`src/rtl/trace_sched_ctrl_pkg.sv`:
```
// -----------------------------------------------------------------------------
// trace_sched_ctrl_pkg
// Shared definitions for the ML-detector trace sequencer and its helpers:
//   - default widths / counts for the trace datapath
//   - controller state encoding
//   - candidate-result record {idx, r, i} at the default widths
// No ports (package).
// -----------------------------------------------------------------------------
package trace_sched_ctrl_pkg;

    localparam int DEF_N        = 16;
    localparam int DEF_NUM_CAND = 16;
    localparam int DEF_CAND_W   = 4;
    localparam int DEF_TIMEOUT  = 63;

    typedef enum logic [2:0] {
        ST_IDLE   = 3'd0,
        ST_ISSUE  = 3'd1,
        ST_WAIT   = 3'd2,
        ST_UPDATE = 3'd3,
        ST_DONE   = 3'd4
    } state_t;

    typedef struct packed {
        logic        [DEF_CAND_W-1:0] idx;
        logic signed [DEF_N-1:0]      r;
        logic signed [DEF_N-1:0]      i;
    } cand_res_t;

endpackage

```
`src/rtl/trace_sched_ctrl_if.sv`:
```
// -----------------------------------------------------------------------------
// trace_sched_ctrl_if
// Bundles the job handshake, the trace-engine handshake and the result bus of
// the trace sequencer.
//   master : the sequencer (drives job_ready, trc_start, g_bank_sel, job_done,
//            best_idx/best_r/best_i, err_timeout)
//   slave  : the environment (drives job_start, abort, trc_done, trc_r, trc_i)
// -----------------------------------------------------------------------------
interface trace_sched_ctrl_if
    import trace_sched_ctrl_pkg::*;
#(
    parameter int N      = DEF_N,
    parameter int CAND_W = DEF_CAND_W
) ();

    logic                     job_start;
    logic                     abort;
    logic                     job_ready;
    logic                     trc_start;
    logic                     trc_done;
    logic signed [N-1:0]      trc_r;
    logic signed [N-1:0]      trc_i;
    logic        [CAND_W-1:0] g_bank_sel;
    logic                     job_done;
    logic        [CAND_W-1:0] best_idx;
    logic signed [N-1:0]      best_r;
    logic signed [N-1:0]      best_i;
    logic                     err_timeout;

    modport master (
        input  job_start, abort, trc_done, trc_r, trc_i,
        output job_ready, trc_start, g_bank_sel, job_done,
               best_idx, best_r, best_i, err_timeout
    );

    modport slave (
        output job_start, abort, trc_done, trc_r, trc_i,
        input  job_ready, trc_start, g_bank_sel, job_done,
               best_idx, best_r, best_i, err_timeout
    );

endinterface

```
`src/rtl/trace_sched_ctrl_max_tracker.sv`:
```
// -----------------------------------------------------------------------------
// trace_max_tracker
// Running arg-max register: keeps the candidate with the largest signed real
// part seen since the last clear. The first candidate after a clear is always
// taken; afterwards only a strictly greater real part replaces the best, so
// ties keep the earlier (lower) index. The imaginary part rides along.
// Ports:
//   clk, rst       clock, synchronous active-high reset (best <= 0)
//   i_clr          restart tracking (best <= 0, next update always taken)
//   i_upd          offer candidate {i_idx, i_r, i_i}
//   o_idx/o_r/o_i  current best candidate
// -----------------------------------------------------------------------------
module trace_max_tracker
    import trace_sched_ctrl_pkg::*;
#(
    parameter int N      = DEF_N,
    parameter int CAND_W = DEF_CAND_W
) (
    input  logic                     clk,
    input  logic                     rst,
    input  logic                     i_clr,
    input  logic                     i_upd,
    input  logic        [CAND_W-1:0] i_idx,
    input  logic signed [N-1:0]      i_r,
    input  logic signed [N-1:0]      i_i,
    output logic        [CAND_W-1:0] o_idx,
    output logic signed [N-1:0]      o_r,
    output logic signed [N-1:0]      o_i
);

    logic                     r_first;
    logic        [CAND_W-1:0] r_idx;
    logic signed [N-1:0]      r_best_r;
    logic signed [N-1:0]      r_best_i;
    logic                     w_take;

    assign w_take = r_first || (i_r > r_best_r);

    always_ff @(posedge clk) begin
        if (rst || i_clr) begin
            r_first  <= 1'b1;
            r_idx    <= '0;
            r_best_r <= '0;
            r_best_i <= '0;
        end else if (i_upd && w_take) begin
            r_first  <= 1'b0;
            r_idx    <= i_idx;
            r_best_r <= i_r;
            r_best_i <= i_i;
        end
    end

    assign o_idx = r_idx;
    assign o_r   = r_best_r;
    assign o_i   = r_best_i;

endmodule

```
`src/rtl/trace_sched_ctrl.sv`:
```
// -----------------------------------------------------------------------------
// trace_sched_ctrl
// Sequencer for the ML-detector trace datapath. For each of NUM_CAND banked
// G candidates it selects the bank, pulses the trace engine, waits for done
// and keeps the candidate with the largest Re{trace(Y^H G)}.
// Ports:
//   clk   clock
//   rst   synchronous active-high reset
//   bus   trace_sched_ctrl_if.master (job handshake, engine handshake, result)
// Optional build macro TRACE_SCHED_WDOG_EN: adds a WAIT watchdog of TIMEOUT
// cycles that sets the sticky err_timeout flag and ends the sweep early.
// Without it err_timeout is tied low and WAIT waits indefinitely.
// -----------------------------------------------------------------------------
module trace_sched_ctrl
    import trace_sched_ctrl_pkg::*;
#(
    parameter int N        = DEF_N,
    parameter int NUM_CAND = DEF_NUM_CAND,
    parameter int CAND_W   = DEF_CAND_W,
    parameter int TIMEOUT  = DEF_TIMEOUT
) (
    input  logic clk,
    input  logic rst,
    trace_sched_ctrl_if.master bus
);

    if (NUM_CAND < 2 || (2 ** CAND_W) < NUM_CAND || TIMEOUT < 1) begin : g_cfg_check
        $error("trace_sched_ctrl: invalid NUM_CAND/CAND_W/TIMEOUT combination");
    end

    state_t                   r_state;
    logic        [CAND_W-1:0] r_cand;
    logic                     r_trc_start;
    logic                     r_job_done;
    logic signed [N-1:0]      r_cur_r;
    logic signed [N-1:0]      r_cur_i;

    logic w_accept;
    logic w_upd;
    logic w_last;

    // abort in IDLE also blocks acceptance of a simultaneous job_start
    assign w_accept = (r_state == ST_IDLE) && bus.job_start && !bus.abort;
    assign w_upd    = (r_state == ST_UPDATE) && !bus.abort;
    assign w_last   = (r_cand == CAND_W'(NUM_CAND - 1));

`ifdef TRACE_SCHED_WDOG_EN
    localparam int WDOG_W = $clog2(TIMEOUT + 1);

    logic [WDOG_W-1:0] r_wcnt;
    logic              r_err;
    logic              w_wdog_fire;

    // r_wcnt counts WAIT cycles already spent, so it fires in the TIMEOUT-th one
    assign w_wdog_fire = (r_state == ST_WAIT) && !bus.trc_done &&
                         (r_wcnt == WDOG_W'(TIMEOUT - 1));

    always_ff @(posedge clk) begin
        if (rst) begin
            r_wcnt <= '0;
            r_err  <= 1'b0;
        end else begin
            if (r_state == ST_ISSUE)
                r_wcnt <= '0;
            else if (r_state == ST_WAIT)
                r_wcnt <= r_wcnt + 1'b1;

            if (w_accept)
                r_err <= 1'b0;
            else if (w_wdog_fire && !bus.abort)
                r_err <= 1'b1;
        end
    end

    assign bus.err_timeout = r_err;
`else
    assign bus.err_timeout = 1'b0;
`endif

    // trc_start / job_done are registered on the transition into ISSUE / DONE
    // so they are high for exactly the cycle spent in that state.
    always_ff @(posedge clk) begin
        if (rst) begin
            r_state     <= ST_IDLE;
            r_cand      <= '0;
            r_trc_start <= 1'b0;
            r_job_done  <= 1'b0;
        end else begin
            r_trc_start <= 1'b0;
            r_job_done  <= 1'b0;
            if (bus.abort) begin
                r_state <= ST_IDLE;
            end else begin
                unique case (r_state)
                    ST_IDLE: begin
                        if (bus.job_start) begin
                            r_cand      <= '0;
                            r_state     <= ST_ISSUE;
                            r_trc_start <= 1'b1;
                        end
                    end
                    ST_ISSUE: begin
                        r_state <= ST_WAIT;
                    end
                    ST_WAIT: begin
                        if (bus.trc_done) begin
                            r_state <= ST_UPDATE;
`ifdef TRACE_SCHED_WDOG_EN
                        end else if (w_wdog_fire) begin
                            r_state    <= ST_DONE;
                            r_job_done <= 1'b1;
`endif
                        end
                    end
                    ST_UPDATE: begin
                        if (w_last) begin
                            r_state    <= ST_DONE;
                            r_job_done <= 1'b1;
                        end else begin
                            r_cand      <= r_cand + 1'b1;
                            r_state     <= ST_ISSUE;
                            r_trc_start <= 1'b1;
                        end
                    end
                    ST_DONE: begin
                        r_state <= ST_IDLE;
                    end
                    default: begin
                        r_state <= ST_IDLE;
                    end
                endcase
            end
        end
    end

    // Trace result is only meaningful in the engine's done cycle while waiting.
    always_ff @(posedge clk) begin
        if ((r_state == ST_WAIT) && bus.trc_done) begin
            r_cur_r <= bus.trc_r;
            r_cur_i <= bus.trc_i;
        end
    end

    trace_max_tracker #(
        .N      (N),
        .CAND_W (CAND_W)
    ) u_tracker (
        .clk   (clk),
        .rst   (rst),
        .i_clr (w_accept),
        .i_upd (w_upd),
        .i_idx (r_cand),
        .i_r   (r_cur_r),
        .i_i   (r_cur_i),
        .o_idx (bus.best_idx),
        .o_r   (bus.best_r),
        .o_i   (bus.best_i)
    );

    assign bus.job_ready  = (r_state == ST_IDLE);
    assign bus.trc_start  = r_trc_start;
    assign bus.job_done   = r_job_done;
    assign bus.g_bank_sel = r_cand;

endmodule

```
`src/flat_wrapper.sv`:
```
// flat-port wrapper written by rule: the top's interface ports become plain ports
module trace_sched_ctrl_flat import trace_sched_ctrl_pkg::*;
#(
    parameter int N        = DEF_N,
    parameter int NUM_CAND = DEF_NUM_CAND,
    parameter int CAND_W   = DEF_CAND_W,
    parameter int TIMEOUT  = DEF_TIMEOUT
)
  (clk, rst, bus_job_start, bus_abort, bus_trc_done, bus_trc_r, bus_trc_i, bus_job_ready, bus_trc_start, bus_g_bank_sel, bus_job_done, bus_best_idx, bus_best_r, bus_best_i, bus_err_timeout);
  trace_sched_ctrl_if #(.N(N), .CAND_W(CAND_W)) bus_i ();
  input  logic clk;
  input  logic rst;
  input wire logic [$bits(bus_i.job_start)-1:0] bus_job_start;
  input wire logic [$bits(bus_i.abort)-1:0] bus_abort;
  input wire logic [$bits(bus_i.trc_done)-1:0] bus_trc_done;
  input wire logic [$bits(bus_i.trc_r)-1:0] bus_trc_r;
  input wire logic [$bits(bus_i.trc_i)-1:0] bus_trc_i;
  output wire logic [$bits(bus_i.job_ready)-1:0] bus_job_ready;
  output wire logic [$bits(bus_i.trc_start)-1:0] bus_trc_start;
  output wire logic [$bits(bus_i.g_bank_sel)-1:0] bus_g_bank_sel;
  output wire logic [$bits(bus_i.job_done)-1:0] bus_job_done;
  output wire logic [$bits(bus_i.best_idx)-1:0] bus_best_idx;
  output wire logic [$bits(bus_i.best_r)-1:0] bus_best_r;
  output wire logic [$bits(bus_i.best_i)-1:0] bus_best_i;
  output wire logic [$bits(bus_i.err_timeout)-1:0] bus_err_timeout;
  assign bus_i.job_start = bus_job_start;
  assign bus_i.abort = bus_abort;
  assign bus_i.trc_done = bus_trc_done;
  assign bus_i.trc_r = bus_trc_r;
  assign bus_i.trc_i = bus_trc_i;
  assign bus_job_ready = bus_i.job_ready;
  assign bus_trc_start = bus_i.trc_start;
  assign bus_g_bank_sel = bus_i.g_bank_sel;
  assign bus_job_done = bus_i.job_done;
  assign bus_best_idx = bus_i.best_idx;
  assign bus_best_r = bus_i.best_r;
  assign bus_best_i = bus_i.best_i;
  assign bus_err_timeout = bus_i.err_timeout;
  trace_sched_ctrl #(.N(N), .NUM_CAND(NUM_CAND), .CAND_W(CAND_W), .TIMEOUT(TIMEOUT)) u_core (.clk(clk), .rst(rst), .bus(bus_i));
endmodule
```
`config.mk`:
```
export PLATFORM = sky130hd
export DESIGN_NAME = trace_sched_ctrl_flat
export DESIGN_NICKNAME = d
export VERILOG_FILES = /design/src/rtl/trace_sched_ctrl_pkg.sv /design/src/rtl/trace_sched_ctrl_if.sv /design/src/rtl/trace_sched_ctrl_max_tracker.sv /design/src/rtl/trace_sched_ctrl.sv /design/src/flat_wrapper.sv
export SDC_FILE = /design/constraint.sdc
export NUM_CORES = 1
export LEC_CHECK = 0
export BUFFER_PORTS_ARGS = -buffer_cell sky130_fd_sc_hd__buf_2
export CORE_ASPECT_RATIO = 1.1
export CORE_MARGIN = 3
export CORE_UTILIZATION = 50
export DETAILED_ROUTE_END_ITERATION = 16
export PLACE_DENSITY = 0.75
export SYNTH_ARGS = -nofsm -noshare
export SYNTH_HDL_FRONTEND = slang
export SYNTH_HIERARCHICAL = 1
export SYNTH_SLANG_ARGS = --single-unit
```
`constraint.sdc`:
```
create_clock -name clk -period 4 [get_ports clk]
set_clock_uncertainty 0.2 [all_clocks]
set_input_delay 0.4 -clock clk [delete_from_list [all_inputs] [get_ports clk]]
set_output_delay 0.4 -clock clk [all_outputs]
set_load 0.005 [all_outputs]
```
==> impl_metrics.ini <==
[status]
status = completed

[die]
dieArea_mm2 = 0.00777
die_w_um = 84.3
io_pins = 81
initial_core_util = 0.532
die_h_um = 92.2
core-area_mm2 = 0.00634
rows = 30

[sta]
whs_ps = 25.1
hold_viol_final = 0
rsz0062_at_grt = false
max_freq_ghz = 0.365
setup_viol = 0
relSlewSlack = 0.541
slew_violations = 0
post-route-min-period_ps = 2740
finalCritPeriodShare = 0.685
tightestPinTransition_ps = 686
setup_tns_ps = 0

[setup_path]
worstSetupPathDepth = 7
cp_num_buf_inv = 0
r2r-start = u_core/r_cur_r[15]$_DFFE_PP_
critPathLaunchType = flop
crit_start = u_core/r_cur_r[15]$_DFFE_PP_
critPathTopFamily = multiplexers
cp-end-kind = flop
cp-endpoint = u_core/u_tracker/o_r[7]$_SDFFE_PP0P_
ff2ff_path_depth = 7
crit_arrival_ps = 2800
cp.required_ps = 4060
rr_endpoint = u_core/u_tracker/o_r[7]$_SDFFE_PP0P_
path_class = flop to flop
critPathSlowestCell = mux2_4
reg2reg_slack_ps = 1260
cp_cell_sequence = ha_1 -> nand4_2 -> nor4_2 -> nand3_1 -> a31oi_1 -> mux2_4 -> mux2i_1
crit_fanout = 36
worst_path_largest_cell_delay_ps = 610

[yosys]
yosysTopAreaCell = edfxtp_1
synth-compound-area-share = 0.0415
synthCells = 308
yosys.cell_types.count = 41
ys_seq_elements = 78
ys_seq_area_frac = 0.558
yosys_warnings = 6
synth_fp_nets = 362
ys.flop_type = dfxtp_1
yosysMostFrequentCell = nand2_1
synthTopCellsByArea = edfxtp_1 28%, dfxtp_1 27%, mux2i_1 11%
synth-simple-area-share = 0.164
yosys.area_share.adder = 0.0630
ys_top_cells_by_count = 79 x nand2_1, 46 x dfxtp_1, 36 x mux2i_1
synth_mux_area_frac = 0.111
synth_top_area_share = 0.285
synth_edf_count = 32
syn-mean-instance-area_um2 = 11.0
syn-cell-area_mm2 = 0.00337
async_flop_share = 0
synth_top_family_by_area = simple AND/OR/NAND/NOR gates
synth_xor_area_frac = 0.00260

[cts]
htreeDepth = 3
clk_path_buf_depth = 2
cts_tree = yes
clk_latency_ps = 340
cts_root_buf = clkbuf_8
cts_setup_buffers = 0
cts_resized = 0
cts.hold.buffers_added = 0
cts_sinks = 78
clk_pin_slew_ps = 90
numCtsBuffers = 9

[global_route]
grt_pass1_vias = 2280
grt_use_total = 0.169
grt_overflow = 0
grt_pass1_wl_mm = 10.5
antenna_found_initial = 0
grt_max_degree = 43

[placement]
place.gp.congestion = 0.840
port_buffers = 79
hpwl_mm = 4.41

[layout]
fillerInstances = 521
area_growth_pct = 17.9
drive_above_1_share = 0.272
fin_nets = 439
diodes = 0

[routing]
vias = 2391
wirelength_mm = 6.38
drtIter0Drc = 129
avgRoutedWirePerCell_um = 13.6
vias_per_cell = 5.09
ant_nets = 0
route.detailed.drc = 0
dr.pass1.iters = 6

[power]
ir_drop_uv = 193
p_total_uw = 1490
power_leakage_uw = 0.00185
cellPowerDensity_mw_per_mm2 = 374

[worst_hold_path]
hp-class = input port to flop

[job]
max_cap_violations = 0
-- worst register-to-register path, cell delays in order, from the launching register on --
cell      delay [ps]
edfxtp_1         390
ha_1             350
nand4_2          150
nor4_2           340
nand3_1          140
a31oi_1          190
mux2_4           610
mux2i_1          300
-- per-stage QoR --
step                      cell area (um2)  instances  setup slack (ps)  utilization
after floorplan                      3370        308               528            -
after global routing                 3980        470              1090        0.627
after global placement               3770        454              1370        0.595
after CTS                            3980        470              1250        0.627
final                                3980        470              1260        0.627
after detailed placement             3770        454              1270        0.595
-- area by class of cell --
type	count	area (um2)	area share
repair buffers	82	418	0.105
clock buffers	9	124	0.0311
clock inverters	7	81.3	0.0204
inverters	18	67.6	0.0170
multi-input cells	196	1310	0.329
well taps	80	100	0.0251
flip-flops and latches	78	1880	0.473
-- registers in the layout (all words and copies together), names as in the netlist --
name	flops
u_core/bus.g_bank_sel	4
u_core/r_state	3
u_core/r_cur_i	16
u_core/u_tracker/o_i	16
u_core/bus.trc_start	1
u_core/r_cur_r	16
u_core/u_tracker/r_first	1
u_core/u_tracker/o_idx	4
u_core/u_tracker/o_r	16
u_core/bus.job_done	1
-- cells in the final DEF (no fill, tap or decap), drive strengths merged, types with 2 or more instances in the layout --
cell,synthesis,layout
a221oi,2,2
inv,18,20
nor2b,2,2
nand4,3,3
nor4,2,2
dfxtp,46,46
ha,17,17
nand4b,2,2
a21oi,7,7
a21o,2,2
edfxtp,32,32
clkbuf,11,9
o21ai,4,4
a31oi,3,3
nand2b,4,4
nor3,5,5
nand3,6,6
nand2,79,79
buf,5,82
nor2,6,6
nand3b,2,2
mux2i,36,36
clkinvlp,0,3
-- per-layer routing --
layer,wire length (um),GRT usage,vias up
li1,-,-,1212
met1,2710,0.201,1102
met2,3140,0.287,67
met3,425,0.0440,10
met4,106,0.0739,0
met5,0,0,-
-- cells by family after synthesis --
group,Yosys count
AND/OR/NAND/NOR,118
flip-flops,78
XOR/XNOR,1
buffers and inverters,34
other,1
adder cells (fa/ha/maj),17
multiplexers,37
AO/OA/AOI/OAI,22
-- where the power goes --
group / internal, uW / switching (uW) / total, uW
Clock: 295 / 300 / 596
Combinational: 25.1 / 34.1 / 59.2
Sequential: 831 / 3.14 / 834
-- worst min path at each step --
| stage | startpoint | endpoint | slack [ps] | cells past startpoint |
|---|---|---|---|---|
| 2_1_floorplan | u_core/u_tracker/r_first$_SDFFE_PP1P_ | u_core/u_tracker/r_first$_SDFFE_PP1P_ | 240 | 2 |
| 3_3_place_gp | u_core/u_tracker/o_i[9]$_SDFFE_PP0P_ | u_core/u_tracker/o_i[9]$_SDFFE_PP0P_ | 240 | 2 |
| 3_5_place_dp | u_core/u_tracker/o_idx[3]$_SDFFE_PP0P_ | u_core/u_tracker/o_idx[3]$_SDFFE_PP0P_ | 250 | 2 |
| 4_1_cts | bus_trc_i[3] | u_core/r_cur_i[3]$_DFFE_PP_ | 9 | 1 |
| 5_1_grt | bus_trc_i[7] | u_core/r_cur_i[7]$_DFFE_PP_ | 0.3 | 1 |
| 6_report | bus_trc_i[3] | u_core/r_cur_i[3]$_DFFE_PP_ | 30 | 1 |
(Power assumes the default switching activity.)
